File: src/rtl/if_stage.sv
// if_stage: MIPS instruction fetch with a prefetch queue and a single outstanding memory request.
// Define IF_ALIGN_CHECK_EN to flag misaligned redirects and halt fetch instead of masking the low PC bits.
module if_stage #(
  parameter int DEPTH = 2,
  parameter logic [31:0] RESET_PC = 32'h0000_0000
) (
  input  logic        clk,
  input  logic        reset_n,
  output logic        imem_req,
  output logic [31:0] imem_addr,
  input  logic        imem_ack,
  input  logic [31:0] imem_rdata,
  input  logic        stall,
  input  logic        redirect,
  input  logic [31:0] redirect_pc,
  output logic        inst_valid,
  output logic [31:0] inst,
  output logic [31:0] inst_pc,
  output logic [5:0]  opCode,
  output logic [5:0]  funct,
  output logic [4:0]  rs,
  output logic [4:0]  rt,
  output logic [4:0]  rd,
  output logic [4:0]  shamt,
  output logic [15:0] imm,
  output logic        fetch_excp
);
  localparam int AW = $clog2(DEPTH);
  localparam int CW = AW + 1;
  typedef enum logic [1:0] {IDLE, BUSY, FLUSH, HALT} state_t;
  state_t state;
  logic [31:0] pc, req_addr, new_pc, pc_eff;
  logic [31:0] q_pc [DEPTH];
  logic [31:0] q_word [DEPTH];
  logic [AW-1:0] head, tail;
  logic [CW-1:0] count, count_next;
  logic flush, push, pop, room, excp, excp_next;
`ifdef IF_ALIGN_CHECK_EN
  assign new_pc = redirect_pc;
  assign excp_next = excp | (flush & |redirect_pc[1:0]);
`else
  assign new_pc = redirect_pc & ~32'd3;
  assign excp_next = 1'b0;
`endif
  assign flush = redirect && state != HALT;
  assign push = state == BUSY && imem_ack && !flush;
  assign pop = inst_valid && !stall && !redirect;
  assign count_next = flush ? '0 : count + CW'(push) - CW'(pop);
  assign room = count_next < CW'(DEPTH);
  assign pc_eff = flush ? new_pc : pc;
  always_ff @(posedge clk or negedge reset_n) begin
    if (!reset_n) begin
      state <= IDLE;
      pc <= RESET_PC;
      req_addr <= '0;
      count <= '0;
      head <= '0;
      tail <= '0;
      excp <= 1'b0;
    end else begin
      count <= count_next;
      excp <= excp_next;
      head <= flush ? '0 : head + AW'(pop);
      tail <= flush ? '0 : tail + AW'(push);
      pc <= push ? pc + 32'd4 : pc_eff;
      case (state)
        IDLE: begin
          if (excp_next) state <= HALT;
          else if (room) begin
            req_addr <= pc_eff;
            state <= BUSY;
          end
        end
        BUSY: begin
          if (flush) state <= imem_ack ? (excp_next ? HALT : IDLE) : FLUSH;
          else if (imem_ack) begin
            if (room) req_addr <= pc + 32'd4;
            else state <= IDLE;
          end
        end
        FLUSH: if (imem_ack) state <= excp_next ? HALT : IDLE;
        default: ;
      endcase
    end
  end
  // queue storage needs no reset: entries are only visible while counted valid
  always_ff @(posedge clk) begin
    if (push) begin
      q_pc[tail] <= req_addr;
      q_word[tail] <= imem_rdata;
    end
  end
  assign imem_req = state == BUSY || state == FLUSH;
  assign imem_addr = imem_req ? req_addr : '0;
  assign inst_valid = count != '0;
  assign inst = inst_valid ? q_word[head] : '0;
  assign inst_pc = inst_valid ? q_pc[head] : '0;
  assign opCode = inst[31:26];
  assign funct = inst[5:0];
  assign rs = inst[25:21];
  assign rt = inst[20:16];
  assign rd = inst[15:11];
  assign shamt = inst[10:6];
  assign imm = inst[15:0];
  assign fetch_excp = excp;
endmodule
File: config.mk
export PLATFORM = sky130hd
export DESIGN_NAME = if_stage
export DESIGN_NICKNAME = d
export VERILOG_FILES = /design/src/rtl/if_stage.sv
export SDC_FILE = /design/constraint.sdc
export NUM_CORES = 1
export LEC_CHECK = 0
export BUFFER_PORTS_ARGS = -buffer_cell sky130_fd_sc_hd__buf_4
export CORE_UTILIZATION = 43
export DETAILED_ROUTE_END_ITERATION = 6
export HOLD_SLACK_MARGIN = 0.15
export PLACE_DENSITY = 0.66
export SLEW_MARGIN = 20
export SYNTH_ARGS = -nofsm -noshare
export SYNTH_HDL_FRONTEND = slang
export SYNTH_SLANG_ARGS = --single-unit
File: constraint.sdc
create_clock -name clk -period 3.5 [get_ports clk]
set_clock_uncertainty 0.1 [all_clocks]
set_input_delay 0.35 -clock clk [delete_from_list [all_inputs] [get_ports clk]]
set_output_delay 0.35 -clock clk [all_outputs]
set_load 0.02 [all_outputs]
# Yosys cells after proc, flatten, opt, wreduce, memory -nomap -nowiden

Memories as Yosys holds them, arrays and structs flattened.
Cells that the tools add are included.

Magnitude comparators: 1
Muxes and demuxes: 22
Reductions and logical operators: 15
$add $sub $neg: 5
Equality and inequality tests: 10

Operator list:

| kind                                                                  | count |
|---|---|
| 32-bit two-way mux                                                    | 9 |
| 32-bit case mux with 2 select lines                                   | 1 |
| 32-bit by 3-bit adder with 32-bit output, second input constant       | 1 |
| 2-bit two-way mux                                                     | 7 |
| 2-bit != test, second input constant                                  | 6 |
| 5-bit AND reduction                                                   | 2 |
| 3-bit != test, second input constant                                  | 2 |
| 2-bit case mux with 3 select lines                                    | 1 |
| 1-bit logical AND                                                     | 5 |
| 1-bit two-way mux                                                     | 4 |
| 2-bit nonzero test                                                    | 2 |
| 1-bit logical NOT                                                     | 3 |
| 3-bit nonzero test                                                    | 1 |
| 1-bit adder                                                           | 2 |
| 2-bit by 1-bit adder with 2-bit output                                | 1 |
| 2-bit by 1-bit equality test with 1-bit output, second input constant | 1 |
| 2-bit equality test, second input constant                            | 1 |
| 2-bit logical NOT                                                     | 1 |
| 2-bit less-than comparator, second input constant                     | 1 |
| 2-bit by 1-bit subtractor with 2-bit output                           | 1 |
| 1-bit logical OR                                                      | 1 |

RAM bits: 128
Memories kept: 2
Bits in registers: 70

Memory list:

| name   | words | width | read ports | clocked after memory_dff | write ports | RTL line | text |
|---|---|---|---|---|---|---|---|
| q_pc   | 2     | 32    | 1          | 0                        | 1           | 33       | `logic [31:0] q_pc [DEPTH];` |
| q_word | 2     | 32    | 1          | 0                        | 1           | 34       | `logic [31:0] q_word [DEPTH];` |

# Logic depth before layout (Yosys ltp)

Gate-level depths: netlist of run 1.

Word-level depth: 12
Depth in mapped cells: 15
Gate-level depth less buffers: 13

# Worst setup path before layout of run 1

OpenSTA, ideal clock, no wires.

Kind: flip-flop to flip-flop
Start point: register state[0]
End point: memory q_pc[1][0], enable pin
Required time: 2971 ps
Path slack: 478 ps
Setup time: 429 ps
Buffers on the path: 1
Data arrival time: 2493 ps
Cell stages (with the launch flop): 6
Period minus slack after synthesis: 3022 ps
Cell sequence: dfrtp_1 ha_1 nor2b_1 buf_2 nor2_1 ha_1

Cells in the longest elaborated chain, start to end: 6

RTL lines:

| what                                        | RTL line | text |
|---|---|---|
| from (decl)                                 | 31       | `state_t state;` |
| from (signal assigned)                      | 75       | `if (flush) state <= imem_ack ? (excp_next ? HALT : IDLE) : FLUSH;` |
| from (signal assigned)                      | 81       | `FLUSH: if (imem_ack) state <= excp_next ? HALT : IDLE;` |
| 2-bit != test                               | 45       | `assign flush = redirect && state != HALT;` |
| 1-bit logical AND                           | 45       |  |
| 1-bit logical NOT                           | 46       | `assign push = state == BUSY && imem_ack && !flush;` |
| 1-bit logical AND (*)                       | 46       |  |
| 1-bit two-way mux (*)                       | 88       | `if (push) begin` |
| 1-bit two-way mux (not written as such) (*) | 89       | `q_pc[tail] <= req_addr;` |
| to (decl)                                   | 33       |  |

Every way passes the cells marked *; elsewhere a longest branch is shown, timed or not.

# Final worst setup path of run 1

Start point: register state[1]
End point: register req_addr[9]

Cells in the longest elaborated chain, start to end: 10

RTL lines:

| what                                        | RTL line | text |
|---|---|---|
| 2-bit != test                               | 45       |  |
| 1-bit logical AND                           | 45       |  |
| 1-bit logical NOT                           | 46       |  |
| 1-bit logical AND                           | 46       |  |
| 2-bit by 1-bit adder with 2-bit output      | 48       | `assign count_next = flush ? '0 : count + CW'(push) - CW'(pop);` |
| 2-bit by 1-bit subtractor with 2-bit output | 48       |  |
| 2-bit two-way mux (*)                       | 48       |  |
| named net count_next[1]                     | 36       | `logic [CW-1:0] count, count_next;` |
| 2-bit less-than comparator (*)              | 49       | `assign room = count_next < CW'(DEPTH);` |
| 2-bit != test (no source line)              | --       |  |
| 5-bit AND reduction (no source line) (*)    | --       |  |
| to (signal assigned)                        | 70       | `req_addr <= pc_eff;` |
| to (signal assigned)                        | 77       | `if (room) req_addr <= pc + 32'd4;` |
| to (decl)                                   | 32       | `logic [31:0] pc, req_addr, new_pc, pc_eff;` |

The timed path passes the listed nets; every way through them passes the cells marked *. The select of a mux whose other input is x is not followed.
A chain may end at the register's enable or synchronous reset.

==> flow_metrics.tcl, run 1 <==
set metrics [dict create \
    wl_um 22990 \
    numPortBuffers 212 \
    power.leakage_nw 4.908 \
    syn_area_per_cell_um2 11.20 \
    slowest_delay_ns 0.40 \
    synth-simple-area-share_pct 16.05 \
    violations "design-rule violations" \
    worstHoldPathType "in -> reg" \
    clock_latency_ns 0.43 \
    synthMuxAreaShare_pct 7.147 \
    fin_tns_setup_ns 0 \
    slew_headroom_pct 38.41 \
    tightest_slew_ns 0.9239 \
    cts_tree "yes" \
    syn-cell-area_mm2 0.009699 \
    hold_viol 0 \
    period_share_pct 89.09 \
    yosysTopAreaCell "edfxtp_1" \
    syn-num-nets 944 \
    synthFlopType "edfxtp_1" \
    total_power_mw 10.55 \
    synth_xor_area_share_pct 2.773 \
    fin_util_pct 56.58 \
    start_util_pct 44.17 \
    die-area_mm2 0.02316 \
    drc 24 \
    final_antenna_net_count 0 \
    vias 7191 \
    numCtsBuffers 17 \
    setup_viol 0 \
    crit_path_cell_trace "inv_1 -> ha_1 -> nand2_1 -> nor2_1 -> inv_1 -> ha_1 -> inv_1 -> ha_1 -> xor3_1 -> and2_1 -> a21o_2 -> buf_4 -> o41ai_2" \
    crit_type "reg -> reg" \
    post-place-ws_ns 0.3307 \
    synth_cell_type_count 63 \
    drt-wirelength-per-cell_um 16.83 \
    yosys_warnings 0 \
    crit_fanout 30 \
    cts-htree-levels 4 \
    critPathSlowestCell "dfrtp_1" \
    max_freq_ghz 0.3207 \
    peakVddDrop_mv 0.4327 \
    cp-end-kind "flop" \
    ioPinCount 216 \
    synth_top_area_share_pct 39.63 \
    first_global_vias 6769 \
    clkSlewWorstSetupHoldPaths_ns 0.08 \
    root_buffer "clkbuf_16" \
    antenna_found_initial 0 \
    yosys.area_share.adder_pct 1.161 \
    drtPass1Iterations 7 \
    synth_compound_area_share_pct 8.282 \
    place.gp.congestion 0.8248 \
    slew_violations 0 \
    synthCells 866 \
    grt_max_degree 71 \
    ys_seq_elements 198 \
    fp.dieH_um 152.2 \
    grt_remaining_overflow 0 \
    detail_route.iter0.violations 554 \
    cp_data_required_time_ns 3.73 \
    clk_path_buf_depth 2 \
    dieWidth_um 152.2 \
    nets 1151 \
    dpl.hpwl_um 15250 \
    synth_edf_count 128 \
    ys_seq_area_share_pct 57.69 \
    rows 54 \
    num-fill-cells 1927 \
    diodes 0 \
    drv_cap 0 \
    synthArstFlopShare_pct 35.35 \
    post-cts-setup-buffer-count 0 \
    drive_above_1_share_pct 26.34 \
    area_growth_pct 28.08 \
    status "finished, violations left" \
    cts.sinks 198 \
    grt_pass1_wl_um 36830 \
    grt_use_total_pct 20.22 \
    critPathArrivalTime_ns 3.35 \
    core_mm2 0.02196 \
    power_density_mw_per_mm2 849.1 \
    min_period_ns 3.118 \
    startpoint_type "flop" \
    synth_top_family_by_area "simple AND/OR/NAND/NOR gates" \
    via_per_inst 5.264 \
    synth.area.top_cells "edfxtp_1 40%, dfrtp_1 18%, mux2i_1 6.9%" \
    rsz0062_at_grt "no" \
    finalWorstSetupSlack_ns 0.3818 \
]
worst paths after layout:
check / start / end / slack [ns] / cells past startpoint
worst max-delay path: state[1] / req_addr[9] / 0.38 / 13
worst min-delay path: imem_ack / state[1] / 0.16 / 4
worst max register to register: state[1] / req_addr[9] / 0.38 / 13
worst min register to register: req_addr[13] / q_pc[1][13] / 0.39 / 0
max in group asynchronous: reset_n / head / 2.11 / 2
min in group asynchronous: reset_n / pc[27] / 0.49 / 2
power by group:
| part | total (mW) | switching, mW | internal [mW] |
|---|---|---|---|
| Clock | 1.91 | 0.906 | 1.00 |
| Combinational | 5.12 | 3.09 | 2.04 |
| Sequential | 3.52 | 0.454 | 3.06 |
sequential cells by signal (all words and copies together), names as in the netlist:
| signal | flops |
|---|---|
| q_word | 64 |
| state | 2 |
| count | 2 |
| req_addr | 32 |
| q_pc | 64 |
| pc | 32 |
| head | 1 |
| tail | 1 |
worst max-delay path, delay by kind of cell, from the launching register on:
kind,cells,cell delay [ns]
and+or+nand+nor,3,0.43
DFF,1,0.40
AOI/OAI and AO/OA,2,0.66
adders and majority gates,3,0.59
buffers and inverters,4,0.51
xor gates and xnor gates,1,0.31
logic make-up after synthesis:
kind of cell / Yosys count
buffers and inverters: 119
adders and majority gates: 9
DFF: 198
xor gates and xnor gates: 29
and+or+nand+nor: 318
other: 1
muxes: 69
AOI/OAI and AO/OA: 123
synthesized netlist by cell type, types with 2 or more instances:
cell and number:
a211oi_1 7, a21o_1 3, a21oi_1 41, a221oi_1 2, a2bb2oi_1 2, a311o_1 2, a311oi_1 3, a31oi_1 3
a32o_1 3, and2_1 37, and3_1 9, and4_1 3, buf_1 5, buf_2 18, buf_4 49, clkbuf_1 30
clkbuf_2 4, dfrtp_1 70, edfxtp_1 128, ha_1 9, inv_1 12, mux2i_1 67, nand2_1 59, nand3_1 23
nand4_1 20, nand4_4 2, nor2_1 117, nor2b_1 2, nor3_1 25, nor3b_1 2, nor4_1 7, o21a_1 3
o21ai_0 30, o21ai_1 2, o21bai_1 2, o311ai_0 2, o31ai_1 8, o41ai_2 4, xnor2_1 16, xor2_1 12
per-layer routing:
layer	up-vias	track usage (%)	wire length, um
met1	3485	27.50	10230
met2	220	33.42	11320
met4	0	6.025	313
met3	27	3.214	1129
met5	-	0	0
li1	3459	-	-
layout make-up:
| type | instances | area (um^2) | area share [%] |
|---|---|---|---|
| Clock inverter | 14 | 140.1 | 1.128 |
| Inverter | 12 | 45.04 | 0.3626 |
| Sequential cell | 198 | 5599 | 45.07 |
| Timing Repair Buffer | 295 | 2382 | 19.18 |
| Multi-Input combinational cell | 549 | 3477 | 27.99 |
| Tap cell | 280 | 350.3 | 2.820 |
| Clock buffer | 18 | 429.2 | 3.455 |
through the flow:
| stage | hold slack [ns] | area [um^2] | instances |
|---|---|---|---|
| 2_1_floorplan | -0.04559 | 9699 | 866 |
| 3_3_place_gp | 0.3688 | 11230 | 1272 |
| 3_5_place_dp | 0.3735 | 11230 | 1272 |
| 4_1_cts | 0.1544 | 12420 | 1366 |
| 5_1_grt | 0.1651 | 12420 | 1366 |
| 6_report | 0.1643 | 12420 | 1366 |
placed cells by master (no fill, tap or decap), types with 4 or more instances in the layout:
master / synthesis / final
o41ai_2: 4 / 4
inv_6: 0 / 4
a21oi_1: 41 / 41
dfrtp_1: 70 / 69
nor2_1: 117 / 116
nor4_1: 7 / 7
nor3_1: 25 / 25
a211oi_1: 7 / 7
dlygate4sd3_1: 0 / 62
buf_4: 49 / 232
nand3_1: 23 / 23
mux2i_1: 67 / 67
o31ai_1: 8 / 8
xor2_1: 12 / 12
clkbuf_16: 0 / 17
nand4_1: 20 / 20
ha_1: 9 / 7
and2_1: 37 / 37
xnor2_1: 16 / 16
inv_1: 12 / 12
o21ai_0: 30 / 30
nand2_1: 59 / 59
edfxtp_1: 128 / 128
and3_1: 9 / 9
what timing repair did:
| action | CTS | global route |
|---|---|---|
| hold endpoints to repair | 168 | 0 |
| resized for setup | 0 | 1 |
| hold buffers | 62 | 0 |
| setup endpoints to repair | 0 | 6 |
(Power assumes the default switching activity.)
==> inputs of run 2 (changes only) <==
- ABC_AREA: default -> 1
- TNS_END_PERCENT: default -> 5
==> run 2 against run 1 <==
The run still ends with design-rule violations left. Final cell count rose by 17%. Critical path type unchanged. Routed wire length rose by 4.2%. Sequential share of layout area rose by 0.86 points. Synthesized cell count rose by 30%. Non-clock buffer count fell by 33. Via count rose by 8.5%.
==> flow_metrics.tcl, run 2 <==
set metrics [dict create \
    reg_top3 "q_pc (64), q_word (64)" \
    drt-met1-wl_um 10830 \
    via_per_inst 4.875 \
    cts-htree-levels 4 \
    syn-cell-area_mm2 0.009743 \
    holdWs_ns 0.1603 \
    post_cts_resized 0 \
    synth_cell_type_count 30 \
    root_buffer "clkbuf_16" \
    synth_edf_count 128 \
    ioPinCount 216 \
    fin_cells 1600 \
    hold_start "redirect_pc[6]" \
    fin_util_pct 55.32 \
    p_sw_mw 4.328 \
    cts.sinks 198 \
    top_layer_used "met4" \
    max_freq_ghz 0.3590 \
    dpl.cell_count 1533 \
    yosysMostFrequentCell "nand2_1" \
    synth_commonest_cells "441 x nand2_1, 128 x edfxtp_1, 85 x inv_1, 78 x nor2_1, 70 x dfrtp_1" \
    antenna_found_initial 0 \
    cts_tree "yes" \
    fp.dieH_um 152.5 \
    slew_headroom_pct 39.52 \
    met3_length_um 1312 \
    start_util_pct 44.23 \
    violations "design-rule violations" \
    setup_viol 0 \
    drive_above_1_share_pct 21.59 \
    wl_met2_um 11460 \
    startpoint "state[0]" \
    period_share_pct 79.59 \
    min_period_ns 2.786 \
    synthCells 1125 \
    diodes 0 \
    clkSlewWorstSetupHoldPaths_ns 0.08 \
    ys_seq_area_share_pct 57.43 \
    numPortBuffers 212 \
    crit_fanout 28 \
    peakVddDrop_mv 0.4882 \
    swShare_pct 43.02 \
    startpoint_type "flop" \
    syn-num-nets 1203 \
    numCtsBuffers 17 \
    power_density_mw_per_mm2 825.8 \
    yosysTopAreaCell "edfxtp_1" \
    timing.rr.start "state[0]" \
    cp_data_required_time_ns 3.71 \
    dieWidth_um 152.5 \
    vias 7800 \
    hold_viol 0 \
    synthArstFlopShare_pct 35.35 \
    rows 54 \
    drv_cap 0 \
    clk_path_buf_depth 2 \
    grt_max_degree 71 \
    status "finished, violations left" \
    layout_commonest_cell "nand2_1" \
    tightest_slew_ns 0.9071 \
    dpl.hpwl_um 16190 \
    die-area_mm2 0.02326 \
    slew_violations 0 \
    nets 1385 \
    power_frac_clock_pct 19.3 \
    total_power_mw 10.06 \
    ys_seq_elements 198 \
    yosys_warnings 0 \
    p_int_mw 5.733 \
    layout_common_cells "441 x nand2_1, 224 x buf_4, 128 x edfxtp_1" \
    worstHoldPathType "in -> reg" \
    synthFlopType "edfxtp_1" \
    combinationalPowerShare_pct 46.0 \
    drtPass1Iterations 7 \
    syn_area_per_cell_um2 8.661 \
    clock_latency_ns 0.42 \
    grt_use_total_pct 21.18 \
    final_antenna_net_count 0 \
    drt-wirelength-per-cell_um 14.97 \
    synth_top_area_share_pct 39.45 \
    critPathArrivalTime_ns 3.00 \
    wl_um 23960 \
    ctsHoldBuffers 35 \
    synth.area.top_cells "edfxtp_1 39%, dfrtp_1 18%, nand2_1 17%" \
    fin_tns_setup_ns 0 \
    cp-end-kind "flop" \
    power.leakage_nw 5.668 \
    core_mm2 0.02203 \
    drc 25 \
    grt_pass1_wl_um 38650 \
    power_frac_seq_pct 34.7 \
    first_global_vias 7243 \
    rsz0062_at_grt "no" \
    detail_route.iter0.violations 572 \
    grt_remaining_overflow 0 \
    area_growth_pct 25.05 \
    place.gp.congestion 0.9032 \
    crit_type "reg -> reg" \
    post-cts-setup-buffer-count 0 \
]
-- run 2: final cells by class --
class / instances / area, um^2
repair buffers: 262 / 2092
multi-input cells: 739 / 3222
well taps: 280 / 350.3
clock inverters: 14 / 160.2
clock buffers: 18 / 429.2
flip-flops and latches: 198 / 5597
inverters: 89 / 334.1
fillers: 1996 / 9842
-- run 2: per-layer routing --
| metal | vias up | GRT usage, % |
|---|---|---|
| met4 | 0 | 5.339 |
| met5 | - | 0 |
| met1 | 3616 | 29.13 |
| met2 | 244 | 34.89 |
| met3 | 23 | 3.641 |
| li1 | 3917 | - |
-- run 2: per-stage QoR --
stage / worst slack, ns / cell area, um^2
after CTS: 0.7391 / 12180
after global placement: 0.8088 / 11240
after detailed placement: 0.7571 / 11240
after global routing: 0.4546 / 12180
after floorplan: 0.2045 / 9743
final: 0.7143 / 12180
-- run 2: path summary, 6_finish.rpt --
kind                       slack (ns)      endpoint  cells past startpoint
max                              0.71  req_addr[24]                     17
min                              0.16         pc[6]                      3
max reg2reg                      0.71  req_addr[24]                     17
min reg2reg                      0.39         pc[1]                      2
max in group asynchronous        2.17          head                      2
min in group asynchronous        0.48  req_addr[31]                      2
-- run 2: power by group through the flow --
stage / combinational, mW / clock (mW) / sequential (mW)
6_report: 4.63 / 1.94 / 3.49
5_1_grt: 5.13 / 2.07 / 3.55
4_1_cts: 4.67 / 1.97 / 3.48
3_5_place_dp: 4.61 / 0 / 3.53
3_3_place_gp: 4.56 / 0 / 3.52
2_1_floorplan: 3.22 / 0 / 3.39
-- run 2: cells by family (layout without fill, tap and decap cells) --
kind of cell    count (synthesis)  after routing  share of synthesized area, %
compound gates                131            131                         6.780
other cells                     1              1                       0.03849
buf+inv                       188            383                         9.631
simple gates                  589            589                         24.14
fa+ha+maj                       9              9                         1.156
xor+xnor                        8              8                        0.7192
mux                             1              1                        0.1027
flops                         198            198                         57.43
-- run 2: worst max-delay path, stage by stage (launching register included) --
cell	delay (ns)
dfrtp_1	0.42
ha_1	0.22
inv_1	0.10
nand2_4	0.05
nand2_2	0.08
inv_2	0.05
nand2_4	0.18
ha_1	0.27
inv_1	0.06
ha_1	0.16
inv_1	0.04
nand2_1	0.11
nand3_2	0.09
nand2_2	0.30
buf_12	0.23
nor2_1	0.05
nand2_1	0.10
nand2_1	0.06
==> inputs of run 3 (changes only) <==
- ABC_AREA: 1 -> 0
- PLACE_DENSITY: 0.66 -> 0.68
- clock period: 3.5 -> 2.3 ns (I/O delays scaled with it)
==> run 3 against run 2 <==
The flow finishes with violations (design-rule violations, negative setup slack). Register-to-register slack worse by 1.0 ns. Flip-flop and latch count stayed put. First-iteration DRC count is 6.3% higher. Sequential share of layout area is 3.8 points lower. Final cell count is 11% lower. Hold slack better by 0.012 ns. Sequential power is 52% higher. Clock power is 50% higher. Routed wire length is 4.1% higher. Critical endpoint is now req_addr[9]. Largest power group unchanged.
==> flow_metrics.tcl, run 3 (same netlist as run 1, synthesis figures left out) <==
set metrics [dict create \
    hold_viol 0 \
    cp-end-kind "flop" \
    drv_cap 0 \
    top_layer_used "met4" \
    crit_type "reg -> reg" \
    place.gp.congestion 0.8885 \
    root_buffer "clkbuf_16" \
    nets 1212 \
    slew_headroom_pct 38.35 \
    max_freq_ghz 0.3804 \
    numCtsBuffers 17 \
    rows 54 \
    r2r_end "req_addr[9]" \
    wl_met2_um 12590 \
    r2r_slack_ns -0.33 \
    drive_above_1_share_pct 33.48 \
    dieWidth_um 152.2 \
    start_util_pct 44.17 \
    layout_commonest_cell "buf_4" \
    violations "design-rule violations, negative setup slack" \
    post-place-ws_ns -0.5466 \
    cts.sinks 198 \
    peakVddDrop_mv 0.6806 \
    timing.rr.start "state[1]" \
    numPortBuffers 212 \
    met3_length_um 1299 \
    cts-htree-levels 4 \
    min_period_ns 2.629 \
    detail_route.iter0.violations 608 \
    worstRegToRegCells 13 \
    antenna_found_initial 0 \
    period_share_pct 114.3 \
    drtPass1Iterations 7 \
    startpoint_type "flop" \
    finalWorstSetupSlack_ns -0.3286 \
    hold_start "stall" \
    power.leakage_nw 5.326 \
    dpl.cell_count 1307 \
    hold_depth 5 \
    first_global_vias 7549 \
    final_antenna_net_count 0 \
    cts_tree "yes" \
    rsz0062_at_grt "yes" \
    wl_um 24940 \
    via_per_inst 5.359 \
    clk_path_buf_depth 2 \
    drc 25 \
    diodes 0 \
    worstHoldPathType "in -> reg" \
    clock_latency_ns 0.44 \
    grt_max_degree 66 \
    vias 7648 \
    critPathSlowestCell "dfrtp_1" \
    setup_viol 135 \
    status "finished, violations left" \
    grt_use_total_pct 21.70 \
    holdWs_ns 0.1720 \
    cp_data_required_time_ns 2.54 \
    die-area_mm2 0.02316 \
    tightest_slew_ns 0.9248 \
    fin_util_pct 60.58 \
    grt_remaining_overflow 0 \
    reg_top3 "q_pc (64), q_word (64)" \
    area_growth_pct 37.15 \
    grt_pass1_wl_um 39520 \
    slowest_delay_ns 0.44 \
    min_to "head" \
    ioPinCount 216 \
    critPathArrivalTime_ns 2.87 \
    clkSlewWorstSetupHoldPaths_ns 0.08 \
    drt-met1-wl_um 10650 \
    slew_violations 0 \
    layout_common_cells "268 x buf_4, 128 x edfxtp_1, 114 x nor2_1" \
    fin_cells 1427 \
    drt-wirelength-per-cell_um 17.48 \
    fp.dieH_um 152.2 \
    core_mm2 0.02196 \
    crit_fanout 7 \
    crit_path_cell_trace "inv_2 -> ha_4 -> nand2_4 -> nor2_4 -> inv_2 -> ha_4 -> inv_2 -> ha_4 -> xor3_1 -> and2_4 -> a21o_4 -> buf_12 -> o41ai_2" \
    dpl.hpwl_um 15950 \
    power_density_mw_per_mm2 1326 \
]
run 3: changes by cell type in the layout (fill, tap and decap cells not counted), moves of 37 or more:
| cell | previous run | this run |
|---|---|---|
| buf_4 | 224 | 268 |
| inv_1 | 84 | 8 |
| mux2i_1 | 1 | 67 |
| nand2_1 | 441 | 45 |
| nor2_1 | 77 | 114 |
| o21ai_0 | 56 | 16 |
run 3: worst max-delay path, delay by kind of cell, from the launching register on:
family,cells,cell delay (ns)
simple gates,3,0.33
fa+ha+maj,3,0.55
flops,1,0.44
xor+xnor,1,0.19
buf+inv,4,0.36
compound gates,2,0.56
run 3: through the flow:
step	TNS [ns]	cell area (um^2)	total power, mW
after floorplan	-11.34	9722	10.53
after detailed placement	-13.49	11560	13.55
after global placement	-9.217	11560	13.40
after global routing	-49.52	13300	18.55
final	-25.67	13300	17.63
after CTS	-39.64	13120	17.32
run 3: area by class of cell:
type                            count  area, um^2
Fill cell                        1827        8656
Sequential cell                   198        5599
Multi-Input combinational cell    550        3681
Timing Repair Buffer              355        3049
Clock buffer                       17       425.4
Tap cell                          280       350.3
Clock inverter                     15       148.9
Inverter                           12       48.80
run 3: worst max-delay path by stage:
stage	from	end	slack (ns)	cells after the start
floorplan	state[0]	req_addr[9]	-0.45	15
global placement	state[1]	req_addr[24]	-0.42	13
detailed placement	state[1]	req_addr[7]	-0.55	13
CTS	state[1]	req_addr[9]	-0.29	13
global route	state[1]	req_addr[9]	-0.46	13
finish	state[1]	req_addr[9]	-0.33	13
run 3: where the power goes:
part / leakage [nW] / switching, mW / internal (mW) / total [mW]
combinational: 3.03 / 5.27 / 4.14 / 9.41
clock: 0.281 / 1.46 / 1.45 / 2.91
sequential: 2.01 / 0.653 / 4.66 / 5.31
total: 5.33 / 7.38 / 10.2 / 17.6
run 3: metal layers:
metal	up-vias	track usage [%]
met5	-	0
li1	3586	-
met3	37	3.868
met1	3720	27.59
met4	0	6.851
met2	305	37.57
run 3: what timing repair did:
item / 4_1_cts / 5_1_grt
endpoints found under the hold margin: 182 / 0
endpoints found under the setup margin: 256 / 281
gates resized for setup: 42 / 36
hold buffers: 64 / 0
pin swaps: 4 / 1
cloned: 3 / 1
setup buffers: 15 / 5
